File: src/rtl/rom_stream_pkg.sv
// Shared types and constants for the ROM read sequencer and its output FIFO.
package rom_stream_pkg;

    typedef enum logic [1:0] {
        IDLE,
        FETCH,
        DRAIN
    } state_t;

    localparam int FIFO_DEPTH = 2;

endpackage

File: src/rtl/rom_streamer_fifo2.sv
// Two-entry FIFO holding ROM words plus their end-of-burst flag.
module stream_fifo2
    import rom_stream_pkg::*;
#(
    parameter int Width = 9
) (
    input  logic             clk,
    input  logic             rst_n,
    input  logic             push,
    input  logic [Width-1:0] din,
    input  logic             pop,
    output logic [Width-1:0] dout,
    output logic             full,
    output logic             empty
);

    logic [Width-1:0] mem [FIFO_DEPTH];
    logic             rd_ptr;
    logic             wr_ptr;
    logic [1:0]       level;
    logic             wr_en;
    logic             rd_en;

    // A push into a full FIFO is only legal when the head leaves on the same edge.
    assign wr_en = push && (!full || pop);
    assign rd_en = pop && !empty;
    assign full  = (level == 2'(FIFO_DEPTH));
    assign empty = (level == 2'd0);
    assign dout  = mem[rd_ptr];

    always_ff @(posedge clk or negedge rst_n) begin
        if (!rst_n) begin
            for (int i = 0; i < FIFO_DEPTH; i++) begin
                mem[i] <= '0;
            end
            rd_ptr <= 1'b0;
            wr_ptr <= 1'b0;
            level  <= 2'd0;
        end else begin
            if (wr_en) begin
                mem[wr_ptr] <= din;
                wr_ptr      <= ~wr_ptr;
            end
            if (rd_en) begin
                rd_ptr <= ~rd_ptr;
            end
            case ({wr_en, rd_en})
                2'b10:   level <= level + 2'd1;
                2'b01:   level <= level - 2'd1;
                default: level <= level;
            endcase
        end
    end

endmodule

File: src/rtl/rom_streamer.sv
// Burst read sequencer: walks a wrapping ROM address range and streams the
// returned words out over valid/ready with credit-based flow control.
module rom_streamer
    import rom_stream_pkg::*;
#(
    parameter int Data_Width = 8,
    parameter int Addr_Width = 4
) (
    input  logic                  clk,
    input  logic                  rst_n,
    input  logic                  start,
    input  logic [Addr_Width-1:0] base_addr,
    input  logic [Addr_Width:0]   count,
    output logic [Addr_Width-1:0] rom_addr,
    input  logic [Data_Width-1:0] rom_dout,
    output logic [Data_Width-1:0] m_data,
    output logic                  m_valid,
    input  logic                  m_ready,
    output logic                  m_last,
    output logic                  busy,
    output logic                  done
);

    state_t                state;
    state_t                next_state;
    logic [Addr_Width:0]   burst_count;
    logic [Addr_Width:0]   issued;
    logic [Addr_Width:0]   issued_next;
    logic                  inflight;
    logic                  inflight_last;
    logic                  fifo_full;
    logic                  fifo_empty;
    logic [Data_Width:0]   fifo_dout;
    logic [1:0]            occupancy;
    logic                  pop;
    logic                  credit_ok;
    logic                  issue;
    logic                  load;
    logic                  zero_start;
    logic                  finish;

    assign pop         = m_valid && m_ready;
    assign m_valid     = !fifo_empty;
    assign m_data      = fifo_dout[Data_Width-1:0];
    assign m_last      = fifo_dout[Data_Width] && !fifo_empty;
    assign busy        = (state != IDLE);
    assign occupancy   = {fifo_full, !fifo_full && !fifo_empty};
    assign issued_next = issued + (Addr_Width + 1)'(1);

    // Entries leaving on this edge free their slot immediately, which keeps
    // one word per clock flowing while never overcommitting the FIFO.
    assign credit_ok = ((occupancy - {1'b0, pop} + {1'b0, inflight}) < 2'(FIFO_DEPTH));

    always_ff @(posedge clk or negedge rst_n) begin
        if (!rst_n) begin
            state <= IDLE;
        end else begin
            state <= next_state;
        end
    end

    always_comb begin
        next_state = state;
        issue      = 1'b0;
        load       = 1'b0;
        zero_start = 1'b0;
        finish     = 1'b0;
        case (state)
            IDLE: begin
                if (start) begin
                    if (count != '0) begin
                        load       = 1'b1;
                        next_state = FETCH;
                    end else begin
                        zero_start = 1'b1;
                    end
                end
            end
            FETCH: begin
                if (credit_ok) begin
                    issue = 1'b1;
                    if (issued_next == burst_count) begin
                        next_state = DRAIN;
                    end
                end
            end
            DRAIN: begin
                if (pop && m_last) begin
                    finish     = 1'b1;
                    next_state = IDLE;
                end
            end
            default: next_state = IDLE;
        endcase
    end

    // Each issued address lands in the FIFO exactly one edge later, tagged with its last flag.
    always_ff @(posedge clk or negedge rst_n) begin
        if (!rst_n) begin
            rom_addr      <= '0;
            burst_count   <= '0;
            issued        <= '0;
            inflight      <= 1'b0;
            inflight_last <= 1'b0;
            done          <= 1'b0;
        end else begin
            if (load) begin
                rom_addr    <= base_addr;
                burst_count <= count;
                issued      <= '0;
            end else if (issue) begin
                rom_addr <= rom_addr + Addr_Width'(1);
                issued   <= issued_next;
            end
            inflight      <= issue;
            inflight_last <= issue && (issued_next == burst_count);
            done          <= zero_start || finish;
        end
    end

    stream_fifo2 #(
        .Width(Data_Width + 1)
    ) u_fifo (
        .clk  (clk),
        .rst_n(rst_n),
        .push (inflight),
        .din  ({inflight_last, rom_dout}),
        .pop  (pop),
        .dout (fifo_dout),
        .full (fifo_full),
        .empty(fifo_empty)
    );

endmodule

File: config.mk
export PLATFORM = sky130hd
export DESIGN_NAME = rom_streamer
export DESIGN_NICKNAME = d
export VERILOG_FILES = /design/src/rtl/rom_stream_pkg.sv /design/src/rtl/rom_streamer_fifo2.sv /design/src/rtl/rom_streamer.sv
export SDC_FILE = /design/constraint.sdc
export NUM_CORES = 1
export LEC_CHECK = 0
export BUFFER_PORTS_ARGS = -buffer_cell sky130_fd_sc_hd__buf_2
export CELL_PAD_IN_SITES_DETAIL_PLACEMENT = 1
export CELL_PAD_IN_SITES_GLOBAL_PLACEMENT = 1
export CORE_ASPECT_RATIO = 0.75
export CORE_MARGIN = 8
export CORE_UTILIZATION = 47
export CTS_CLUSTER_SIZE = 20
export DETAILED_ROUTE_END_ITERATION = 8
export PLACE_DENSITY_LB_ADDON = 0.1
export SETUP_SLACK_MARGIN = 0.1
export SYNTH_ARGS = -nofsm -noshare
export SYNTH_HDL_FRONTEND = slang
export SYNTH_SLANG_ARGS = --single-unit
export TNS_END_PERCENT = 10
File: constraint.sdc
create_clock -name clk -period 6.6 [get_ports clk]
set_input_delay 1.65 -clock clk [delete_from_list [all_inputs] [get_ports clk]]
set_output_delay 1.65 -clock clk [all_outputs]
set_load 0.01 [all_outputs]
==> flow_metrics.py, run 1 <==
metrics = {
    "place": {
        "place_congestion": 0.738,
        "preCtsSetupSlack_ns": 2.83,
        "place_area_sq_um": 2220,
        "place_hpwl_microns": 3340,
        "port-buffer-count": 36,
    },
    "global_route": {
        "grt_pass1_vias": 1498,
        "grt_start_max_net_pins": 42,
        "grt_first_pass_wirelength_microns": 7610,
        "track_usage_pct": 14.4,
        "grt_overflow": 0,
        "antenna_found_initial": 0,
    },
    "yosys": {
        "synth_nets": 183,
        "synth_seq_cells": 41,
        "netlist_area_sq_um": 2000,
        "ys_warn_count": 0,
        "yosysSeqAreaShare_pct": 51.2,
        "synthSimpleGateAreaFrac_pct": 9.06,
        "synth_edf_count": 0,
        "synth-main-ff-cell": "dfrtp_1",
        "synth_fa_ha_area_share_pct": 2.50,
        "synth.distinct_cells": 35,
        "synthMuxAreaShare_pct": 18.4,
        "synth_compound_area_share_pct": 8.18,
        "synthCells": 158,
        "synth_top_family_by_area": "multiplexers",
        "synthXorXnorAreaFrac_pct": 8.31,
        "ys_async_sr_fraction_pct": 100,
        "syn_avg_cell_area_sq_um": 12.7,
    },
    "pwr": {
        "ir_drop_v": 0.000100,
        "finalPower_mw": 0.444,
        "intPower_mw": 0.350,
        "swShare_pct": 21.2,
        "p_switching_mw": 0.0943,
        "p_per_area_nw_per_um2": 191,
        "clkPwrFrac_pct": 40.8,
        "p_seq_share_pct": 56.5,
        "p_leak_nw": 1.21,
        "comb_power_share_pct": 2.7,
    },
    "setup_path": {
        "arrival_ns": 3.67,
        "worstPathRequired_ns": 6.82,
        "crit_type": "in2reg",
        "path_max_fanout": 15,
        "endpoint_kind": "flip-flop",
        "critPathLaunchType": "input port",
    },
    "layout": {
        "final_common_cell": "dfrtp_1",
        "final_cell_mix": "dfrtp_1 (41), buf_2 (36), mux2_2 (31), nor2_1 (12), xnor2_1 (9)",
        "diodes": 0,
        "area_growth_pct": 15.9,
        "drive_gt1_share_pct": 40.6,
        "fin_util_pct": 56.9,
        "design_area_sq_um": 2320,
        "final_nets": 221,
    },
    "sta": {
        "period_minus_slack_ns": 3.45,
        "tightest_slew_ns": 0.908,
        "max_freq_ghz": 0.290,
        "rsz0062_at_grt": "false",
        "maxSlewHeadroom_pct": 39.5,
        "slew_viol_final": 0,
        "tns_ns": 0,
        "finalCritPeriodShare_pct": 52.3,
        "setup_violations": 0,
        "hold_viol": 0,
        "fin_ws_ns": 3.15,
        "skew_ns": 0.00367,
    },
    "die": {
        "rows": 20,
        "die_height_microns": 72.5,
        "fp.dieArea_sq_um": 6630,
        "core_sq_um": 4080,
        "die_x_microns": 91.4,
        "initial_core_util_pct": 49.1,
        "pin_count": 37,
    },
    "clock_network": {
        "clk_path_buf_depth": 2,
        "cts_tree": "done",
        "path_clk_slew_ns": 0.08,
        "cts_buffers": 5,
        "cts_hold_buffers": 0,
        "cts-resized-gates": 0,
        "htreeDepth": 2,
        "clock_sinks": 41,
        "postCtsSetupBuffers": 0,
        "root_buffer": "clkbuf_8",
        "insertion_delay_ns": 0.29,
    },
    "route": {
        "post_drt_wl_per_cell_microns": 17.7,
        "first_pass_iters": 4,
        "wl_microns": 4460,
        "vias": 1363,
        "initialDrtViolationCount": 63,
        "via_per_inst": 5.41,
        "ant_nets": 0,
        "drc_errors": 0,
    },
    "run_status": {
        "status": "complete, no violations",
    },
    "min_path": {
        "hold_path.class": "reg2reg",
    },
    "flow_run": {
        "drv_cap": 0,
    },
}
## cells by family (layout without fill, tap and decap cells)
kind of cell	after synthesis	after routing
muxes	33	33
AOI/OAI and AO/OA	23	23
xor gates and xnor gates	14	14
and+or+nand+nor	34	34
DFF	41	41
adders and majority gates	4	4
buffers and inverters	9	48
## per-stage QoR
stage	hold WS, ns	cells
after floorplan	0.452	158
after global placement	0.481	244
after detailed placement	0.495	244
after CTS	0.513	252
after global routing	0.529	252
final	0.506	252
## area by class of cell
class / instances / area, sq um
well taps: 55 / 68.8
flip-flops and latches: 41 / 1030
inverters: 4 / 15.0
clock inverters: 1 / 5.00
clock buffers: 7 / 96.3
fillers: 432 / 1760
multi-input cells: 108 / 931
repair buffers: 36 / 180
## power groups by stage
stage / registers (mW) / clock network, mW / logic [mW]
after floorplan: 0.256 / 0 / 0.000443
after global placement: 0.256 / 0 / 0.0119
after detailed placement: 0.256 / 0 / 0.0126
after CTS: 0.251 / 0.186 / 0.0127
after global routing: 0.251 / 0.197 / 0.0141
final: 0.251 / 0.181 / 0.0122
## cell usage after synthesis, types with 2 or more instances
cell | number | area (sq um)
a21boi_0 | 2 | 15.0
a31oi_1 | 4 | 25.0
clkbuf_1 | 2 | 7.51
dfrtp_1 | 41 | 1030
ha_1 | 4 | 50.1
inv_1 | 4 | 15.0
mux2_2 | 31 | 349
mux2i_1 | 2 | 20.0
nand2_1 | 2 | 7.51
nand2b_1 | 2 | 12.5
nand3_1 | 6 | 30.0
nor2_1 | 12 | 45.0
nor2b_1 | 2 | 12.5
o211ai_2 | 2 | 25.0
o21ai_0 | 7 | 35.0
o311ai_0 | 2 | 17.5
o41ai_1 | 2 | 17.5
or3_1 | 3 | 18.8
or4_1 | 2 | 15.0
xnor2_1 | 9 | 78.8
xor2_1 | 2 | 17.5
xor3_1 | 2 | 47.6
## path summary, 6_finish.rpt
kind                                  from        endpoint  slack (ns)  cells after the start
max in group asynchronous            rst_n   u_fifo.wr_ptr        4.55                      1
max reg2reg                u_fifo.level[0]     rom_addr[3]        3.94                      7
max                                m_ready     rom_addr[3]        3.15                      8
min                          u_fifo.mem[2]   u_fifo.mem[2]        0.51                      1
min reg2reg                  u_fifo.mem[2]   u_fifo.mem[2]        0.51                      1
min in group asynchronous            rst_n  burst_count[3]        1.48                      1
## worst max-delay path, cell delays in order
cell and delay [ns]:
buf_2 0.11, o21ai_0 0.15, inv_1 0.12, ha_1 0.31, nor2b_1 0.18, xnor3_1 0.43, or4_1 0.53, a31oi_1 0.18
## state kept, by name, summed over array words and instances, names as in the netlist
register,flops
inflight_last,1
done,1
u_fifo.level,2
inflight,1
issued,5
u_fifo.wr_ptr,1
rom_addr,4
burst_count,5
u_fifo.rd_ptr,1
u_fifo.mem,18
state,2
## per-layer routing
layer	part of all wire (%)	vias up	global-route usage (%)	routed length, microns
met5	0	-	0	0
met1	47	688	18.4	2110
li1	-	642	-	-
met3	5.0	4	5.57	225
met4	0.49	0	3.80	22
met2	47	29	22.2	2110
No activity file was read; power rests on OpenSTA's default activity.
==> run 2, diff against run 1 <==
--- a/config.mk
+++ b/config.mk
@@ -10,7 +10,7 @@
 export CELL_PAD_IN_SITES_GLOBAL_PLACEMENT = 1
 export CORE_ASPECT_RATIO = 0.75
 export CORE_MARGIN = 8
-export CORE_UTILIZATION = 47
+export CORE_UTILIZATION = 44
 export CTS_CLUSTER_SIZE = 20
 export DETAILED_ROUTE_END_ITERATION = 8
 export PLACE_DENSITY_LB_ADDON = 0.1
==> constraint.sdc (replaced) <==
create_clock -name clk -period 3.29 [get_ports clk]
set_input_delay 0.8225 -clock clk [delete_from_list [all_inputs] [get_ports clk]]
set_output_delay 0.8225 -clock clk [all_outputs]
set_load 0.01 [all_outputs]
==> run 2 against run 1 <==
Critical endpoint unchanged. Combinational power rose by 100%. Highest routed layer unchanged. Non-clock buffer count increased by 1. Via count is 1.5% lower. Clock skew up 0.0032 ns. Register-to-register slack worse by 3.3 ns. First-iteration DRC count decreased by 14%.
==> flow_metrics.py, run 2 (same netlist as run 1, synthesis figures left out) <==
metrics = {
    "min_path": {
        "hold_path.class": "reg2reg",
    },
    "setup_path": {
        "critPathLaunchType": "flip-flop",
        "endpoint_kind": "flip-flop",
        "arrival_ns": 2.87,
        "path_max_fanout": 15,
        "worstPathRequired_ns": 3.50,
        "crit_type": "reg2reg",
        "r2r_setup_slack_ns": 0.63,
    },
    "pwr": {
        "intPower_mw": 0.679,
        "p_leak_nw": 1.20,
        "p_seq_share_pct": 58.5,
        "swShare_pct": 21.1,
        "comb_power_share_pct": 2.8,
        "p_switching_mw": 0.182,
        "clkPwrFrac_pct": 38.7,
        "ir_drop_v": 0.000190,
        "p_per_area_nw_per_um2": 372,
    },
    "route": {
        "initialDrtViolationCount": 54,
        "post_drt_wl_per_cell_microns": 17.0,
        "drc_errors": 0,
        "wl_microns": 4320,
        "ant_nets": 0,
        "vias": 1342,
        "first_pass_iters": 4,
        "via_per_inst": 5.28,
    },
    "die": {
        "die_height_microns": 74.4,
        "core_sq_um": 4410,
        "rows": 21,
        "fp.dieArea_sq_um": 6990,
        "pin_count": 37,
        "die_x_microns": 93.9,
        "initial_core_util_pct": 45.4,
    },
    "flow_run": {
        "drv_cap": 0,
    },
    "clock_network": {
        "clk_path_buf_depth": 2,
        "root_buffer": "clkbuf_8",
        "clock_sinks": 41,
        "path_clk_slew_ns": 0.08,
        "cts-resized-gates": 0,
        "cts_hold_buffers": 0,
        "cts_tree": "done",
        "htreeDepth": 2,
        "insertion_delay_ns": 0.29,
        "cts_buffers": 5,
        "postCtsSetupBuffers": 0,
    },
    "sta": {
        "tightest_slew_ns": 0.919,
        "setup_violations": 0,
        "hold_ws_ns": 0.510,
        "maxSlewHeadroom_pct": 38.7,
        "finalCritPeriodShare_pct": 80.8,
        "skew_ns": 0.00687,
        "tns_ns": 0,
        "max_freq_ghz": 0.376,
        "period_minus_slack_ns": 2.66,
        "rsz0062_at_grt": "false",
        "slew_viol_final": 0,
        "hold_viol": 0,
    },
    "layout": {
        "area_growth_pct": 15.7,
        "final_cell_mix": "dfrtp_1 (41), buf_2 (36), mux2_2 (31), nor2_1 (12), xnor2_1 (9)",
        "diodes": 0,
        "design_area_sq_um": 2320,
        "reg_top3": "u_fifo.mem x18, burst_count x5, issued x5",
        "top_register": "u_fifo.mem",
        "fin_cells": 254,
        "final_common_cell": "dfrtp_1",
        "largest_reg_flops": 18,
        "final_nets": 222,
        "drive_gt1_share_pct": 40.1,
    },
    "place": {
        "dp.cells": 247,
        "port-buffer-count": 36,
        "place_congestion": 0.768,
        "place_area_sq_um": 2230,
        "place_hpwl_microns": 3260,
    },
    "global_route": {
        "antenna_found_initial": 0,
        "grt_start_max_net_pins": 42,
        "grt_first_pass_wirelength_microns": 7320,
        "grt_overflow": 0,
        "track_usage_pct": 13.4,
        "grt_pass1_vias": 1522,
    },
    "run_status": {
        "status": "complete, no violations",
    },
}
==> run 2: final cells by class <==
class | count | area (sq um)
flip-flops and latches | 41 | 1030
clock buffers | 7 | 86.3
inverters | 4 | 15.0
repair buffers | 37 | 188
fillers | 475 | 2100
multi-input cells | 108 | 931
well taps | 57 | 71.3
==> run 2: worst paths after layout <==
| path | cells past startpoint | from | endpoint |
|---|---|---|---|
| min reg2reg | 1 | inflight_last | u_fifo.mem[17] |
| max in group asynchronous | 1 | rst_n | u_fifo.rd_ptr |
| max | 7 | u_fifo.level[0] | rom_addr[3] |
| max reg2reg | 7 | u_fifo.level[0] | rom_addr[3] |
| min in group asynchronous | 1 | rst_n | burst_count[3] |
| min | 1 | inflight_last | u_fifo.mem[17] |
==> run 2: power groups by stage <==
| stage | logic [mW] | clock network (mW) | registers, mW |
|---|---|---|---|
| after floorplan | 0.000888 | 0 | 0.514 |
| after global placement | 0.0239 | 0 | 0.513 |
| after detailed placement | 0.0256 | 0 | 0.513 |
| after CTS | 0.0256 | 0.349 | 0.503 |
| after global routing | 0.0287 | 0.365 | 0.503 |
| final | 0.0244 | 0.333 | 0.504 |
==> run 2: worst max-delay path, stage by stage, from the launching register on <==
cell and delay [ns]:
dfrtp_1 0.45, o21ai_0 0.40, inv_1 0.13, ha_1 0.31, nor2b_1 0.19, xnor3_1 0.42
or4_1 0.52, a31oi_1 0.17
==> run 2: metrics by stage <==
step	worst slack, ns	power [mW]	util [%]
after floorplan	0.789	0.515	-
after global placement	0.477	0.537	50.5
after detailed placement	0.314	0.539	50.5
final	0.633	0.861	52.5
after global routing	0.415	0.897	52.5
after CTS	0.574	0.878	52.5
==> run 2: layer usage <==
| metal | GRT usage [%] | share of wire (%) |
|---|---|---|
| met5 | 0 | 0 |
| met4 | 4.73 | 1.4 |
| met1 | 17.5 | 49 |
| met3 | 3.83 | 4.2 |
| met2 | 20.8 | 46 |
